**config.mk**
```make
export PLATFORM = sky130hd
export DESIGN_NAME = pc_rd
export DESIGN_NICKNAME = d
export VERILOG_FILES = /design/src/rtl/pc_rd.sv
export SDC_FILE = /design/constraint.sdc
export NUM_CORES = 1
export LEC_CHECK = 0
export ABC_AREA = 0
export CAP_MARGIN = 20
export CORE_ASPECT_RATIO = 1.2
export CORE_MARGIN = 2
export CORE_UTILIZATION = 45
export CTS_CLUSTER_DIAMETER = 50
export DETAILED_ROUTE_END_ITERATION = 7
export SLEW_MARGIN = 20
export SYNTH_ARGS = -nofsm -noshare
export SYNTH_HDL_FRONTEND = slang
export SYNTH_SLANG_ARGS = --single-unit
```
**constraint.sdc**
```tcl
create_clock -name clk_array -period 10.94 [get_ports clk_array]
set_clock_uncertainty 0.15 [all_clocks]
set_input_delay 2.188 -clock clk_array [delete_from_list [all_inputs] [get_ports clk_array]]
set_output_delay 2.188 -clock clk_array [all_outputs]
set_load 0.02 [all_outputs]
```
**src/rtl/pc_rd.sv**
```systemverilog
// pc_rd: strided read-request generator with a credit-limited response FIFO
// and a beat-to-word serializer feeding the PE array input column.
module pc_rd #(
  parameter int WIDTH_ARR   = 16,
  parameter int WIDTH_BUS   = 64,
  parameter int P_ID        = 0,
  parameter int nRows       = 3,
  parameter int MAX_nPERIOD = 16,
  parameter int MAX_nCHN    = 2048,
  parameter int FIFO_DEPTH  = 4,
  localparam int WIDTH_P_ID       = 6,
  localparam int WIDTH_MEM_ADDR   = 28,
  localparam int WP               = $clog2(MAX_nPERIOD),
  localparam int WC               = $clog2(MAX_nCHN),
  localparam int WIDTH_CONFIGBITS = 3*WIDTH_MEM_ADDR + WP + WC
) (
  input  logic                              clk_array,
  input  logic                              rst_array,
  input  logic                              start,
  input  logic [WIDTH_CONFIGBITS-1:0]       config_bits,
  input  logic                              tk_en,
  output logic [33:0]                       rd_req_out,
  output logic                              rd_req_en,
  input  logic [WIDTH_P_ID+WIDTH_BUS-1:0]   rd_resp_in,
  input  logic                              rd_resp_en,
  input  logic                              arr_rdy,
  output logic [WIDTH_ARR-1:0]              data_pc2arr,
  output logic                              data_pc2arr_en,
  output logic                              busy,
  output logic                              done,
  output logic                              ovf_err
);

  localparam int R   = WIDTH_BUS / WIDTH_ARR;
  localparam int RW  = (nRows > 1) ? $clog2(nRows) : 1;
  localparam int TW  = $clog2(nRows*MAX_nCHN*MAX_nPERIOD + 1);
  localparam int AW  = (FIFO_DEPTH > 1) ? $clog2(FIFO_DEPTH) : 1;
  localparam int PW  = AW + 1;
  localparam int CW  = $clog2(FIFO_DEPTH + 1);
  localparam int WLW = $clog2(R + 1);

  localparam logic [1:0] IDLE  = 2'd0;
  localparam logic [1:0] REQ   = 2'd1;
  localparam logic [1:0] DRAIN = 2'd2;

  logic [1:0]                state_q, state_d;
  logic [WIDTH_MEM_ADDR-1:0] base_q, base_d, cstr_q, cstr_d, rstr_q, rstr_d;
  logic [WP-1:0]             nper_q, nper_d, col_q, col_d;
  logic [WC-1:0]             nchn_q, nchn_d, chn_q, chn_d;
  logic [RW-1:0]             row_q, row_d;
  logic [TW-1:0]             total_q, total_d, rx_cnt_q, rx_cnt_d;
  logic [CW-1:0]             credits_q, credits_d;
  logic [PW-1:0]             wptr_q, wptr_d, rptr_q, rptr_d;
  logic [WIDTH_BUS-1:0]      sreg_q, sreg_d;
  logic [WLW-1:0]            wleft_q, wleft_d;
  logic [WIDTH_ARR-1:0]      dout_q, dout_d;
  logic                      dout_en_q, dout_en_d;
  logic                      done_q, done_d;
  logic                      ovf_q, ovf_d;
  logic [WIDTH_BUS-1:0]      fifo_mem_q [FIFO_DEPTH];

  // Configuration field split and zero-means-one normalisation
  logic [WIDTH_MEM_ADDR-1:0] cfg_base, cfg_cstr, cfg_rstr;
  logic [WP-1:0]             cfg_nper, cfg_nper_eff;
  logic [WC-1:0]             cfg_nchn, cfg_nchn_eff;

  assign cfg_base     = config_bits[WIDTH_CONFIGBITS-1 -: WIDTH_MEM_ADDR];
  assign cfg_cstr     = config_bits[WP+WC+2*WIDTH_MEM_ADDR-1 -: WIDTH_MEM_ADDR];
  assign cfg_rstr     = config_bits[WP+WC+WIDTH_MEM_ADDR-1 -: WIDTH_MEM_ADDR];
  assign cfg_nper     = config_bits[WC +: WP];
  assign cfg_nchn     = config_bits[0 +: WC];
  assign cfg_nper_eff = (cfg_nper == '0) ? WP'(1) : cfg_nper;
  assign cfg_nchn_eff = (cfg_nchn == '0) ? WC'(1) : cfg_nchn;

  logic [WIDTH_P_ID-1:0]     resp_id;
  logic [WIDTH_BUS-1:0]      resp_data;
  logic                      id_match, fifo_empty, fifo_full, push, pop;
  logic                      req_en, accept, emit;
  logic                      row_last, chn_last, col_last;
  logic [WIDTH_MEM_ADDR-1:0] mem_r_addr;

  assign resp_id    = rd_resp_in[WIDTH_BUS +: WIDTH_P_ID];
  assign resp_data  = rd_resp_in[WIDTH_BUS-1:0];
  assign id_match   = rd_resp_en && (resp_id == WIDTH_P_ID'(P_ID));
  assign fifo_empty = (wptr_q == rptr_q);
  assign fifo_full  = (wptr_q[AW] != rptr_q[AW]) && (wptr_q[AW-1:0] == rptr_q[AW-1:0]);
  assign push       = id_match && !fifo_full;
  assign req_en     = (state_q == REQ) && (credits_q != '0);
  assign accept     = req_en && tk_en;
  assign emit       = (wleft_q != '0) && arr_rdy;
  // Refill the shift register when it is empty or is giving up its last word
  // this cycle, so consecutive beats stream without a gap.
  assign pop        = !fifo_empty && ((wleft_q == '0) || (emit && (wleft_q == WLW'(1))));
  assign row_last   = (row_q == RW'(nRows - 1));
  assign chn_last   = (chn_q == nchn_q - WC'(1));
  assign col_last   = (col_q == nper_q - WP'(1));
  assign mem_r_addr = base_q + WIDTH_MEM_ADDR'(col_q) * cstr_q
                    + WIDTH_MEM_ADDR'(row_q) * rstr_q + WIDTH_MEM_ADDR'(chn_q);

  assign rd_req_en      = req_en;
  assign rd_req_out     = req_en ? {WIDTH_P_ID'(P_ID), mem_r_addr} : '0;
  assign data_pc2arr    = dout_q;
  assign data_pc2arr_en = dout_en_q;
  assign busy           = (state_q != IDLE);
  assign done           = done_q;
  assign ovf_err        = ovf_q;

  // Transfer control: config capture, request counters, credits, completion
  always_comb begin
    state_d   = state_q;
    base_d    = base_q;
    cstr_d    = cstr_q;
    rstr_d    = rstr_q;
    nper_d    = nper_q;
    nchn_d    = nchn_q;
    total_d   = total_q;
    row_d     = row_q;
    chn_d     = chn_q;
    col_d     = col_q;
    credits_d = credits_q;
    rx_cnt_d  = rx_cnt_q;
    done_d    = 1'b0;
    if (state_q != IDLE) begin
      credits_d = credits_q + CW'(pop) - CW'(accept);
      if (push) rx_cnt_d = rx_cnt_q + TW'(1);
    end
    case (state_q)
      IDLE: begin
        if (start) begin
          base_d    = cfg_base;
          cstr_d    = cfg_cstr;
          rstr_d    = cfg_rstr;
          nper_d    = cfg_nper_eff;
          nchn_d    = cfg_nchn_eff;
          total_d   = TW'(nRows) * TW'(cfg_nchn_eff) * TW'(cfg_nper_eff);
          row_d     = '0;
          chn_d     = '0;
          col_d     = '0;
          rx_cnt_d  = '0;
          credits_d = CW'(FIFO_DEPTH);
          state_d   = REQ;
        end
      end
      REQ: begin
        if (accept) begin
          if (row_last) begin
            row_d = '0;
            if (chn_last) begin
              chn_d = '0;
              if (col_last) begin
                col_d   = '0;
                state_d = DRAIN;
              end else begin
                col_d = col_q + WP'(1);
              end
            end else begin
              chn_d = chn_q + WC'(1);
            end
          end else begin
            row_d = row_q + RW'(1);
          end
        end
      end
      DRAIN: begin
        if ((rx_cnt_q >= total_q) && fifo_empty && (wleft_q == '0)) begin
          done_d  = 1'b1;
          state_d = IDLE;
        end
      end
      default: state_d = IDLE;
    endcase
  end

  // Response FIFO pointers, serializer shift register and array output
  always_comb begin
    wptr_d    = wptr_q + PW'(push);
    rptr_d    = rptr_q + PW'(pop);
    sreg_d    = sreg_q;
    wleft_d   = wleft_q;
    dout_d    = dout_q;
    dout_en_d = emit;
    ovf_d     = ovf_q | (id_match && fifo_full);
    if (emit) dout_d = sreg_q[WIDTH_BUS-1 -: WIDTH_ARR];
    if (pop) begin
      sreg_d  = fifo_mem_q[rptr_q[AW-1:0]];
      wleft_d = WLW'(R);
    end else if (emit) begin
      sreg_d  = sreg_q << WIDTH_ARR;
      wleft_d = wleft_q - WLW'(1);
    end
  end

  // Beat storage; contents are don't-care once the pointers are reset
  always_ff @(posedge clk_array) begin
    if (push) fifo_mem_q[wptr_q[AW-1:0]] <= resp_data;
  end

  // State registers with asynchronous active-low reset
  always_ff @(posedge clk_array or negedge rst_array) begin
    if (!rst_array) begin
      state_q   <= IDLE;
      base_q    <= '0;
      cstr_q    <= '0;
      rstr_q    <= '0;
      nper_q    <= '0;
      nchn_q    <= '0;
      total_q   <= '0;
      row_q     <= '0;
      chn_q     <= '0;
      col_q     <= '0;
      credits_q <= '0;
      rx_cnt_q  <= '0;
      wptr_q    <= '0;
      rptr_q    <= '0;
      sreg_q    <= '0;
      wleft_q   <= '0;
      dout_q    <= '0;
      dout_en_q <= 1'b0;
      done_q    <= 1'b0;
      ovf_q     <= 1'b0;
    end else begin
      state_q   <= state_d;
      base_q    <= base_d;
      cstr_q    <= cstr_d;
      rstr_q    <= rstr_d;
      nper_q    <= nper_d;
      nchn_q    <= nchn_d;
      total_q   <= total_d;
      row_q     <= row_d;
      chn_q     <= chn_d;
      col_q     <= col_d;
      credits_q <= credits_d;
      rx_cnt_q  <= rx_cnt_d;
      wptr_q    <= wptr_d;
      rptr_q    <= rptr_d;
      sreg_q    <= sreg_d;
      wleft_q   <= wleft_d;
      dout_q    <= dout_d;
      dout_en_q <= dout_en_d;
      done_q    <= done_d;
      ovf_q     <= ovf_d;
    end
  end

endmodule

```
==> results of run 1 <==
==> cells by family after synthesis <==
kind of cell	synth area share, %
mux	7.133
compound gates	6.134
fa+ha+maj	16.27
xor+xnor	2.817
simple gates	14.23
flops	49.02
buf+inv	4.382
other cells	0.01325
==> tightest hold or removal path: cells and delay by family, from the launching register on <==
family / cells / cell delay [ns]
AND/OR/NAND/NOR: 2 / 0.10
flip-flops: 1 / 0.34
==> synth_stat cells, drive strengths merged (22+ instances only) <==
| cell | n | area (µm²) |
|---|---|---|
| xnor2 | 51 | 446.7 |
| fa | 160 | 3203 |
| buf | 22 | 117.6 |
| ha | 112 | 1401 |
| nor3 | 25 | 125.1 |
| inv | 210 | 788.3 |
| mux2i | 52 | 520.5 |
| xor2 | 40 | 350.3 |
| clkbuf | 89 | 334.1 |
| mux4 | 64 | 1441 |
| nor2 | 80 | 300.3 |
| o21ai | 131 | 655.6 |
| dfrtp | 247 | 6181 |
| edfxtp | 256 | 7687 |
| nand2 | 527 | 1978 |
| a21oi | 49 | 256.5 |
| and2 | 140 | 875.8 |
==> cell usage in the layout (no fill, tap or decap), types with 51 or more instances in the layout <==
| cell | synthesis | layout |
|---|---|---|
| sky130_fd_sc_hd__nand2_1 | 527 | 525 |
| sky130_fd_sc_hd__edfxtp_1 | 256 | 256 |
| sky130_fd_sc_hd__dfrtp_1 | 247 | 242 |
| sky130_fd_sc_hd__clkdlybuf4s50_1 | 0 | 222 |
| sky130_fd_sc_hd__inv_1 | 209 | 209 |
| sky130_fd_sc_hd__fa_1 | 160 | 160 |
| sky130_fd_sc_hd__and2_1 | 138 | 138 |
| sky130_fd_sc_hd__o21ai_0 | 131 | 131 |
| sky130_fd_sc_hd__ha_1 | 112 | 112 |
| sky130_fd_sc_hd__nor2_1 | 80 | 78 |
| sky130_fd_sc_hd__mux4_2 | 64 | 64 |
| sky130_fd_sc_hd__clkbuf_16 | 0 | 60 |
| sky130_fd_sc_hd__mux2i_1 | 52 | 52 |
| sky130_fd_sc_hd__xnor2_1 | 51 | 51 |
==> final cells by class <==
cell class	instances	area share (%)
clock buffer	76	4.892
sequential	503	41.61
inverter	210	2.363
multi-input combinational	1654	39.74
antenna	4	0.03001
tap	816	3.061
clock inverter	35	1.137
timing repair buffer	242	7.169
==> power groups by stage <==
| stage | sequential [µW] | clock (µW) | combinational, µW |
|---|---|---|---|
| floorplan | 2370 | 0 | 2260 |
| global placement | 2480 | 0 | 3320 |
| detailed placement | 2480 | 0 | 3360 |
| CTS | 2450 | 2040 | 3390 |
| global route | 2470 | 2120 | 3720 |
| finish | 2440 | 1990 | 3340 |
==> flip-flops by register name (all words and copies together), names as in the netlist <==
name and flops:
rx_cnt_q 17, nchn_q 11, data_pc2arr 16, rptr_q 3, total_q 17, state_q 2
base_q 28, credits_q 3, wleft_q 3, sreg_q 64, fifo_mem_q 256, nper_q 4
rstr_q 28, col_q 4, row_q 2, ovf_err 1, data_pc2arr_en 1, cstr_q 28
wptr_q 3, chn_q 11, done 1
==> routing by layer <==
layer | GRT usage, % | wire length, µm
met1 | 26.39 | 27200
met2 | 38.23 | 34660
met3 | 4.483 | 3802
met4 | 6.043 | 1825
met5 | 0 | 87
==> worst paths after layout <==
| kind | startpoint | endpoint | depth (start not counted) |
|---|---|---|---|
| setup / recovery | col_q[3] | rd_req_out[18] | 17 |
| min in group asynchronous | rst_array | cstr_q[22] | 1 |
| max in group asynchronous | rst_array | data_pc2arr[11] | 3 |
| hold / removal | sreg_q[59] | data_pc2arr[11] | 2 |
| setup reg to reg | state_q[0] | credits_q[2] | 13 |
| hold reg to reg | sreg_q[59] | data_pc2arr[11] | 2 |
==> stage by stage <==
step	utilization (%)	area [µm²]
5_1_grt	53.73	33340
6_report	53.74	33350
4_1_cts	53.69	33320
2_1_floorplan	-	28310
3_3_place_gp	50.45	31310
3_5_place_dp	50.45	31310
==> impl.org, run 1 <==
** Route
- The final layout contains routed wiring with a total length of 67580 µm.
- For this run, the detailed router's first-pass iteration total came to 5.
- Post-DRT Antenna Nets :: 0
- In this run, the number of DRC markers left after iteration 0 of detailed routing was 1018.
- Vias after detailed routing :: 18545
- Number of vias per cell after detailed routing :: 5.239
- Residual DRC :: 0
- Per-cell routed wire length :: 19.09 µm

** STA
- Timing would allow up to 106.2 MHz.
- Count of final max-slew check failures :: 0
- For the finished layout, the period the worst path requires is 9.414 ns.
- The final-report hold violation count is 0.
- Post-route clock period utilization :: 86.06%
- Final setup TNS :: 0 ns
- Setup violations remaining at the end of the flow were counted as 0.
- Fin worst setup slack :: 1.526 ns
- Pin slew with the least headroom to its limit :: 1.072 ns
- Worst rel slew slack :: 28.56%
- Setup repair after global routing left no endpoint under its margin.
- On the final layout, the worst hold slack is 0.3146 ns.

** Final layout
- Leaving out filler cells and counting taps, the final layout contains 3540.
- Area taken by flip-flops and latches :: 13880 µm²
- After the last flow step, the layout net total stands at 3117.
- Of the cells placed in the final design, the portion with a size suffix greater than 1 is 7.684%.
- Multi-input combinational cell area :: 13250 µm²
- After filler insertion, the fill cell instance count of the layout stands at 5475.
- From synthesis to final layout, the design area changed by 17.88%.

** Power and ir drop
- Sequential cell fraction of total power :: 31.4%
- Combinational cells account for 43.0% of the total power.
- The share of total power dissipated in the clock network is 25.6%.
- Dividing total power by cell area gives a power density of 232.9 nW/µm².
- IR Drop Worst-Case VDD :: 0.2491 mV
- Of the total power, the share spent switching nets is 37.39%.
- For this design the total switching power over the nets is 2904 µW.
- Cell internal power dissipation :: 4864 µW
- The design draws 7768 µW.
- LEAKAGE :: 0.01424 µW

** Clock tree
- Counting along the longest clock path gives a buffer depth of 3.
- After clock tree synthesis, the clock-pin slew on the worst setup and hold paths is 0.06 ns.
- Buffers inserted during clock tree synthesis total 59.
- The clock net in this run drives a total of 503 sinks.
- Count of cells resized by post-cts repair :: 0
- Number of buffers inserted to repair setup after CTS :: 0
- Hold repair after CTS inserted 0 buffers.
- In this run the number of H-tree levels came out at 2.
- Clock tree synthesis selected as its root buffer the cell sky130_fd_sc_hd__clkbuf_16.
- TritonCTS built the clock tree.
- Clk_lat worst skew :: 0.62 ns

** Setup path
- Type of the worst setup path :: flip-flop to output port
- Critical Path Most Common Cell :: sky130_fd_sc_hd__fa_1
- Data on the critical path is required at its endpoint by 8.60 ns.
- For this run, the slowest stage of the critical path takes 0.91 ns.
- Type of element launching the critical path :: flip-flop
- The slowest stage of the critical path is the sky130_fd_sc_hd__a2111oi_0 cell.
- Bufs and invs on worst path :: 4
- Among cell families on the critical path, the largest total delay comes from adder cells.
- Reg-to-reg setup timing slack :: 7.18 ns
- Cell chain of the critical path :: nand2_1 -> fa_1 -> inv_1 -> fa_1 -> inv_1 -> fa_1 -> fa_1 -> inv_1 -> ha_1 -> and4_1 -> nand2_1 -> a21oi_1 -> o21ai_0 -> nand2_1 -> a311oi_1 -> a2111oi_0 -> clkdlybuf4s50_1
- Arrival time reported for the critical path endpoint :: 7.08 ns
- The worst setup path is captured at an output port.
- Largest fanout on the critical path :: 28

** Floorplanning
- The total area inside the core boundary comes to 62060 µm².
- Number of standard-cell rows in the floorplan :: 100
- Height of the die :: 278.7 µm
- Overall die area :: 64900 µm²
- 230 I/O pins were placed.
- Die boundary width :: 232.9 µm
- Starting utilization of the core area :: 45.59%

** Synth
- Area of the mapped netlist :: 28290 µm²
- Synthesized flop and latch total :: 503
- The cell count after synthesis came out at 2473.
- Synth Flop Type :: sky130_fd_sc_hd__edfxtp_1
- For this run, asynchronously set or reset flops after synthesis account for 49.11%.
- For this run, the number of Yosys warnings is 0.
- Sequential cells were found to cover 49.02% of the synthesized design area.
- Post-synthesis area per instance :: 11.44 µm²
- Number of different library cells in the post-synthesis netlist :: 75
- Number of enable-type register cells in the synthesized netlist :: 256

** GRT
- Global routing consumed, over all layers together, 21.52% of the routing resources.
- Maximum number of pins on one net before global-route repair :: 112
- Initial antenna violation count :: 10
- Number of global-route vias before repair :: 19840
- Global-route wire length before repair :: 108700 µm
- Global routing finished with a remaining overflow of 0.

** Hold path
- Path category of the worst min-delay check :: flip-flop to flip-flop

** Placement
- Count of placed standard cells including taps :: 3424
- Routability cong. :: 0.8597
- Input and output buffers added on the ports amount to 223.
- Worst slack, placed :: 1.802 ns
- Detailed placement ended at an HPWL of 46690 µm.

** Status
- Status :: complete, no violations

** Job
- Number of maximum-capacitance constraint violations :: 0
(Power assumes the default switching activity.)
==> run 2, diff against run 1 <==
Settings changed: CORE_MARGIN 2 to unset, CTS_CLUSTER_DIAMETER 50 to 80.
==> run 2 against run 1 <==
  * Largest power group unchanged
  * Combinational power hardly changed
  * Die area is 1.6% lower
  * Critical path depth is 1 lower
  * Utilization is 0.33 points lower
  * Register-to-register slack better by 0.03 ns
  * Final area is 0.62% lower
  * Worst hold slack better by 0.0044 ns
  * First-iteration DRC count is 10% lower
  * Fmax hardly changed
==> impl.org, run 2 (same netlist as run 1, synthesis figures left out) <==
** Final layout
- The number of nets at the end of the flow was 3110 (-0.22%).
- Leaving out fill and tap cells, the most frequent cell in the layout is sky130_fd_sc_hd__nand2_1.
- Area delta synth->final :: 17.15%
- The library cells used most frequently in the layout, excluding fill and tap cells, are 525 x sky130_fd_sc_hd__nand2_1, 256 x sky130_fd_sc_hd__edfxtp_1, 245 x sky130_fd_sc_hd__dfrtp_1.
- The number of flip-flops in the largest register was 256 (unchanged).
- Final core utilization :: 53.41% (-0.33 points)
- Final instance area :: 33140 µm² (-0.62%)
- Share of post-route cells with drive strength above 1 :: 7.314% (-0.37 points)
- Fill cell instance count of the final layout :: 5480 (+0.091%)

** Floorplanning
- The number of I/O pins was 230 (unchanged).
- The die span in y was 276.7 µm (-0.72%).
- Starting utilization of the core area :: 45.59% (unchanged)
- The row count came to 100 (unchanged).
- Die boundary width :: 230.9 µm (-0.86%)
- The total die area was 63890 µm² (-1.6%).
- Core Region :: 62060 µm² (unchanged)

** Route
- Wire length after detailed routing :: 66240 µm (-2.0%)
- Count of TritonRoute iterations in the first routing pass :: 5 (unchanged)
- Residual DRC :: 0 (unchanged)
- The DRC violation total after the first TritonRoute iteration came to 913 (-10%).
- The via density per instance came to 5.219 (-0.37%).
- The vias after detailed routing came to 18403 (-0.77%).
- Per-cell routed wire length :: 18.79 µm (-1.6%)
- Post-DRT Antenna Nets :: 0 (unchanged)

** Power and ir drop
- Total power of the final layout :: 7637 µW (-1.7%)
- Power share of the combinational group :: 43.6% (+0.6 points)
- The switching share of total power came to 37.43% (+0.041 points).
- The worst IR drop on VDD came to 0.2245 mV (-9.9%).
- The power share of the sequential group was 31.9% (+0.5 points).
- Power Density :: 230.4 nW/µm² (-1.1%)
- The total internal power is 4779 µW (-1.7%).
- LEAKAGE :: 0.01414 µW (-0.73%)
- Proportion of power drawn by the clock network :: 24.6% (-1.0 points)
- The switching power summed over all nets came to 2858 µW (-1.6%).

** STA
- The fmax was 106.2 MHz (about the same).
- Pin slew with the least headroom to its limit :: 1.116 ns (+0.04447 ns)
- Setup repair after global routing missed its margin :: no
- The number of setup violations in the final report is 0 (unchanged).
- The max-slew violation count was 0 (unchanged).
- Endpoints failing hold :: 0 (unchanged)
- The worst-case headroom to the max-slew limit was 25.59% (-3.0 points).
- The sum of negative setup slack was 0 ns (unchanged).
- The final critical delay including setup and external delays came to 9.414 ns (-0.0008500 ns).
- Post-route clock period utilization :: 86.05% (about the same)

** Setup path
- Type of element launching the critical path :: flip-flop
- The highest fanout seen on the critical path is 32 (+14%).
- Type of the worst setup path :: flip-flop to output port
- The required time of the worst setup path came to 8.60 ns (about the same).
- The endpoint arrival time on the critical path is 7.08 ns (about the same).
- The stage delay of the slowest cell on the critical path was 1.08 ns (+0.17 ns).
- The slowest stage of the critical path is the sky130_fd_sc_hd__dfrtp_1 cell.
- Category of the worst setup path capture point :: output port
- Critical Path Most Common Cell :: sky130_fd_sc_hd__fa_1
- Cell chain of the critical path :: and2_1 -> fa_1 -> inv_1 -> fa_1 -> fa_1 -> fa_1 -> inv_1 -> ha_1 -> o21ai_0 -> nor2_1 -> o22ai_1 -> o21ai_0 -> a21boi_0 -> or4_1 -> nand3_1 -> clkdlybuf4s50_1

** Clock tree
- The clock latency on the worst-skew pair was 0.61 ns (about the same).
- Number of buffers inserted to repair setup after CTS :: 0 (unchanged)
- The clock edge transition at the registers on the reported setup and hold paths was 0.06 ns (about the same).
- Htree depth :: 2 (unchanged)
- In this run the clock root is driven by a sky130_fd_sc_hd__clkbuf_16.
- Hold bufs inserted after CTS :: 0 (unchanged)
- Maximum count of clock buffers along a single path :: 3 (unchanged)
- Number of CTS-inserted buffers :: 53 (-10%)
- The number of sinks on the clock net is 503 (unchanged).
- TritonCTS built the clock tree.
- The count of cells resized by post-cts repair was 0 (unchanged).

** GRT
- Number of global-route vias before repair :: 19687 (-0.77%)
- Maximum number of pins on one net before global-route repair :: 172 (+54%)
- Overall overflow remaining after global route :: 0 (unchanged)
- Initial antenna violation count :: 12 (+2)
- The global-route wire length before repair was 107300 µm (-1.3%).
- The total routing usage reported by global routing came to 21.46% (-0.053 points).

** Placement
- The global placer's final weighted congestion was 0.8808 (+2.5%).
- Number of port buffers :: 223 (unchanged)
- DPL Wire Length :: 45780 µm (-2.0%)
- Total placed instance area :: 31320 µm² (about the same)

** Hold path
- Path category of the worst min-delay check :: flip-flop to flip-flop

** Job
- Number of maximum-capacitance constraint violations :: 0 (unchanged)

** Status
- The run finished with clean final reports.
run 2: changes by cell type in the layout (fill, tap and decap cells not counted), sizes merged:
cell / before / now
clkbuf: 76 / 60
bufinv: 5 / 8
buf: 20 / 19
diode: 4 / 3
clkinvlp: 2 / 7
inv: 216 / 213
clkinv: 22 / 21
run 2: through the flow:
step	setup slack, ns	std cells	hold slack, ns
global placement	2.230	3424	0.2995
global route	1.132	3523	0.3433
detailed placement	2.160	3424	0.3092
CTS	1.488	3523	0.3218
finish	1.526	3526	0.3190
floorplan	2.989	2478	0.2885
run 2: path summary, 6_finish.rpt:
check / startpoint / end / slack, ns / cells past startpoint
worst max-delay path: row_q[1] / rd_req_out[21] / 1.53 / 16
worst min-delay path: sreg_q[60] / data_pc2arr[12] / 0.32 / 2
worst max register to register: state_q[0] / credits_q[2] / 7.21 / 13
worst min register to register: sreg_q[60] / data_pc2arr[12] / 0.32 / 2
max in group asynchronous: rst_array / rptr_q[0] / 7.76 / 2
min in group asynchronous: rst_array / nchn_q[2] / 1.40 / 1
run 2: per-layer routing:
metal | vias to the layer above | part of all wire [%] | GRT usage (%)
met1 | 9217 | 40 | 26.00
met3 | 125 | 5.2 | 4.417
li1 | 8696 | - | -
met5 | - | 0.17 | 0
met4 | 16 | 3.1 | 6.741
met2 | 349 | 51 | 38.02
run 2: layout make-up:
| cell class | instances | area, µm² | share of cell area [%] |
|---|---|---|---|
| tap | 816 | 1021 | 3.080 |
| sequential | 503 | 13870 | 41.86 |
| timing repair buffer | 241 | 2385 | 7.195 |
| multi-input combinational | 1654 | 13250 | 39.99 |
| clock inverter | 39 | 442.9 | 1.336 |
| antenna | 3 | 7.507 | 0.02265 |
| inverter | 210 | 788.3 | 2.378 |
| clock buffer | 60 | 1373 | 4.141 |
run 2: critical path: cells and delay by family, from the launching register on:
family / cells / cell delay (ns)
adders and majority gates: 5 / 2.26
buffers and inverters: 3 / 0.74
AOI/OAI and AO/OA: 4 / 1.24
DFF: 1 / 1.08
and+or+nand+nor: 4 / 1.14
run 2: power by group through the flow:
| stage | logic [µW] | clock network, µW | registers, µW |
|---|---|---|---|
| 3_3_place_gp | 3310 | 0 | 2470 |
| 3_5_place_dp | 3360 | 0 | 2470 |
| 5_1_grt | 3710 | 2000 | 2460 |
| 4_1_cts | 3380 | 1930 | 2440 |
| 6_report | 3330 | 1880 | 2430 |
| 2_1_floorplan | 2260 | 0 | 2370 |
==> run 3, diff against run 2 <==
Settings changed: CORE_UTILIZATION 45 to 60, PLACE_DENSITY set to 0.82.
==> run 3 against run 2 <==
  * Worst hold slack got worse by 0.0088 ns
  * Wire length up 3.2%
  * Clock-buffer cell count is 9 higher
  * Critical path depth shrank 1
  * Sequential power is essentially flat
  * Total power is 1.3% lower
  * Die area decreased by 25%
  * Non-clock buffer count is 3 lower
  * Via count grew 4.2%
  * Global-route usage grew 8.0 points
  * Worst setup slack improved by 0.034 ns
  * Critical path type unchanged
==> impl.org, run 3 (same netlist as run 1, synthesis figures left out) <==
** Status
- Status :: complete, no violations

** Setup path
- Largest fanout on the critical path :: 29 (-9.4%)
- By startpoint and endpoint, the worst setup path is classified as flip-flop to output port.
- STA classifies the critical path startpoint as a flip-flop.
- The required time of the worst setup path is 8.60 ns (about the same).
- The register-to-register path setup slack is 7.06 ns (-0.15 ns).
- Arrival time reported for the critical path endpoint :: 7.04 ns (-0.04 ns)
- STA classifies the critical path endpoint as an output port.

** Placement
- DPL Wire Length :: 46480 µm (+1.5%)
- The global placer's final weighted congestion was 0.9312 (+5.7%).
- The pre-CTS setup slack was 2.269 ns (+0.1094 ns).
- The number of buffer cells added on primary ports is 223 (unchanged).
- The placed instance area was 31040 µm² (-0.91%).

** GRT
- Number of global-route vias before repair :: 20496 (+4.1%)
- The total global routing overflow came to 0 (unchanged).
- The global-route wire length before repair came to 109300 µm (+1.8%).
- GRT Overall Usage :: 29.43% (+8.0 points)
- The pin count of the biggest net entering global routing is 119 (-31%).
- The initial antenna violation count was 1 (-11).

** Clock tree
- The cell sitting at the root of the clock tree is a sky130_fd_sc_hd__clkbuf_16.
- Maximum count of clock buffers along a single path :: 3 (unchanged)
- The post-CTS setup buffer count is 0 (unchanged).
- TritonCTS built the clock tree.
- Hold bufs inserted after CTS :: 0 (unchanged)
- Clk sinks :: 503 (unchanged)
- Clk_lat worst skew :: 0.63 ns (+0.02 ns)
- Count of cells resized by post-cts repair :: 0 (unchanged)
- Number of CTS-inserted buffers :: 52 (-1.9%)
- Clock-pin transition on the worst setup and hold timing paths :: 0.06 ns (about the same)
- Htree depth :: 2 (unchanged)

** Floorplanning
- The number of I/O pins came to 230 (unchanged).
- Height of the die :: 239.9 µm (-13%)
- The initial core utilization came to 61.15% (+16 points).
- Overall die area :: 48030 µm² (-25%)
- The floorplan core area is 46270 µm² (-25%).
- Number of standard-cell rows in the floorplan :: 86 (-14%)
- Die boundary width :: 200.2 µm (-13%)

** STA
- The max-slew violation count came to 0 (unchanged).
- The fmax came to 106.6 MHz (+0.36%).
- The sum of negative setup slack came to 0 ns (unchanged).
- Hold Slack :: 0.3102 ns (-0.008778 ns)
- Worst rel slew slack :: 27.44% (+1.8 points)
- Final setup violation count :: 0 (unchanged)
- The post-layout worst setup margin came to 1.560 ns (+0.03399 ns).
- Setup repair after global routing left no endpoint under its margin.
- The final critical delay including setup and external delays was 9.380 ns (-0.03399 ns).
- The final-report hold violation count is 0 (unchanged).
- Pin slew with the least headroom to its limit :: 1.088 ns (-0.02770 ns)
- Post-route clock period utilization :: 85.74% (-0.31 points)

** Route
- Residual DRC :: 0 (unchanged)
- Count of TritonRoute iterations in the first routing pass :: 6 (+1)
- Number of DRC markers after the initial detailed-route iteration :: 1389 (+52%)
- The final wirelength came to 68360 µm (+3.2%).
- Vias after detailed routing :: 19178 (+4.2%)
- Per-cell routed wire length :: 20.59 µm (+9.6%)
- The number of nets still failing antenna checks after routing is 0 (unchanged).
- The via density per instance came to 5.777 (+11%).

** Final layout
- The number of nets at the end of the flow came to 3106 (-0.13%).
- The register cell area after layout was 13870 µm² (unchanged).
- Final instance area :: 32710 µm² (-1.3%)
- The library cell used most frequently in the layout, excluding fill and tap cells, is sky130_fd_sc_hd__nand2_1.
- Flip-flop count of the largest register, all copies and words added :: 256 (unchanged)
- The area occupied by multi-input gates is 13250 µm² (unchanged).
- Share of post-route cells with drive strength above 1 :: 7.066% (-0.25 points)
- Fill cell instance count of the final layout :: 3159 (-42%)
- Leaving out fill and tap cells, the most frequent cells in the layout are 525 x sky130_fd_sc_hd__nand2_1, 256 x sky130_fd_sc_hd__edfxtp_1, 245 x sky130_fd_sc_hd__dfrtp_1.
- The area growth from synthesis to layout is 15.60%.

** Power and ir drop
- The switching power summed over all nets came to 2912 µW (+1.9%).
- Switching Share :: 38.61% (+1.2 points)
- The total design power came to 7540 µW (-1.3%).
- Proportion of power drawn by the clock network :: 22.8% (-1.8 points)
- Cell internal power dissipation :: 4629 µW (-3.1%)
- LEAKAGE :: 0.01405 µW (-0.64%)
- IR Drop Worst-Case VDD :: 0.2513 mV (+12%)
- Power share of the combinational group :: 44.9% (+1.3 points)
- The total power density per cell area is 230.5 nW/µm² (about the same).
- The power share of the sequential group was 32.3% (+0.4 points).

** Job
- Number of maximum-capacitance constraint violations :: 0 (unchanged)

** Hold path
- Path category of the worst min-delay check :: flip-flop to flip-flop
-- run 3: stage by stage --
stage,util [%],std cells
final,70.69,3320
after global routing,70.68,3319
after CTS,70.68,3319
after detailed placement,67.08,3221
after global placement,67.08,3221
after floorplan,-,2478
-- run 3: worst max-delay path: stages (launching register included) --
cell and delay [ns]:
sky130_fd_sc_hd__dfrtp_1 1.03, sky130_fd_sc_hd__nand2_1 0.17, sky130_fd_sc_hd__fa_1 0.53, sky130_fd_sc_hd__fa_1 0.55, sky130_fd_sc_hd__inv_1 0.06, sky130_fd_sc_hd__fa_1 0.50, sky130_fd_sc_hd__fa_1 0.54, sky130_fd_sc_hd__ha_1 0.33
sky130_fd_sc_hd__a211oi_1 0.07, sky130_fd_sc_hd__nor2_1 0.30, sky130_fd_sc_hd__o22ai_1 0.20, sky130_fd_sc_hd__o21ai_0 0.64, sky130_fd_sc_hd__a21boi_0 0.31, sky130_fd_sc_hd__or4_1 0.45, sky130_fd_sc_hd__nand3_1 0.12, sky130_fd_sc_hd__clkdlybuf4s50_1 0.61
-- run 3: power groups by stage --
stage	clock network [µW]	logic (µW)	registers (µW)
2_1_floorplan	0	2260	2370
3_3_place_gp	0	3260	2450
3_5_place_dp	0	3350	2460
4_1_cts	1740	3390	2430
5_1_grt	1810	3720	2460
6_report	1720	3390	2430
-- run 3: path summary, 6_finish.rpt --
path,start,depth (start not counted),endpoint
hold / removal,sreg_q[49],2,data_pc2arr[1]
max in group asynchronous,rst_array,2,rptr_q[0]
setup / recovery,col_q[2],15,rd_req_out[21]
setup reg to reg,state_q[0],13,credits_q[2]
min in group asynchronous,rst_array,1,nchn_q[5]
hold reg to reg,sreg_q[49],2,data_pc2arr[1]
-- run 3: metal layers --
layer	global-route usage [%]	wire length (µm)	vias to the layer above
met4	14.01	3212	2
met2	51.81	34810	698
met3	4.608	4440	182
met1	35.63	25880	9593
met5	0	12	-
li1	-	-	8703
-- run 3: final cells by class --
class | instances | share of cell area (%)
repair buffers | 238 | 7.184
clock buffers | 69 | 4.327
multi-input cells | 1654 | 40.52
clock inverters | 29 | 0.7766
flip-flops and latches | 503 | 42.42
well taps | 616 | 2.356
inverters | 210 | 2.410
diodes | 1 | 0.007651
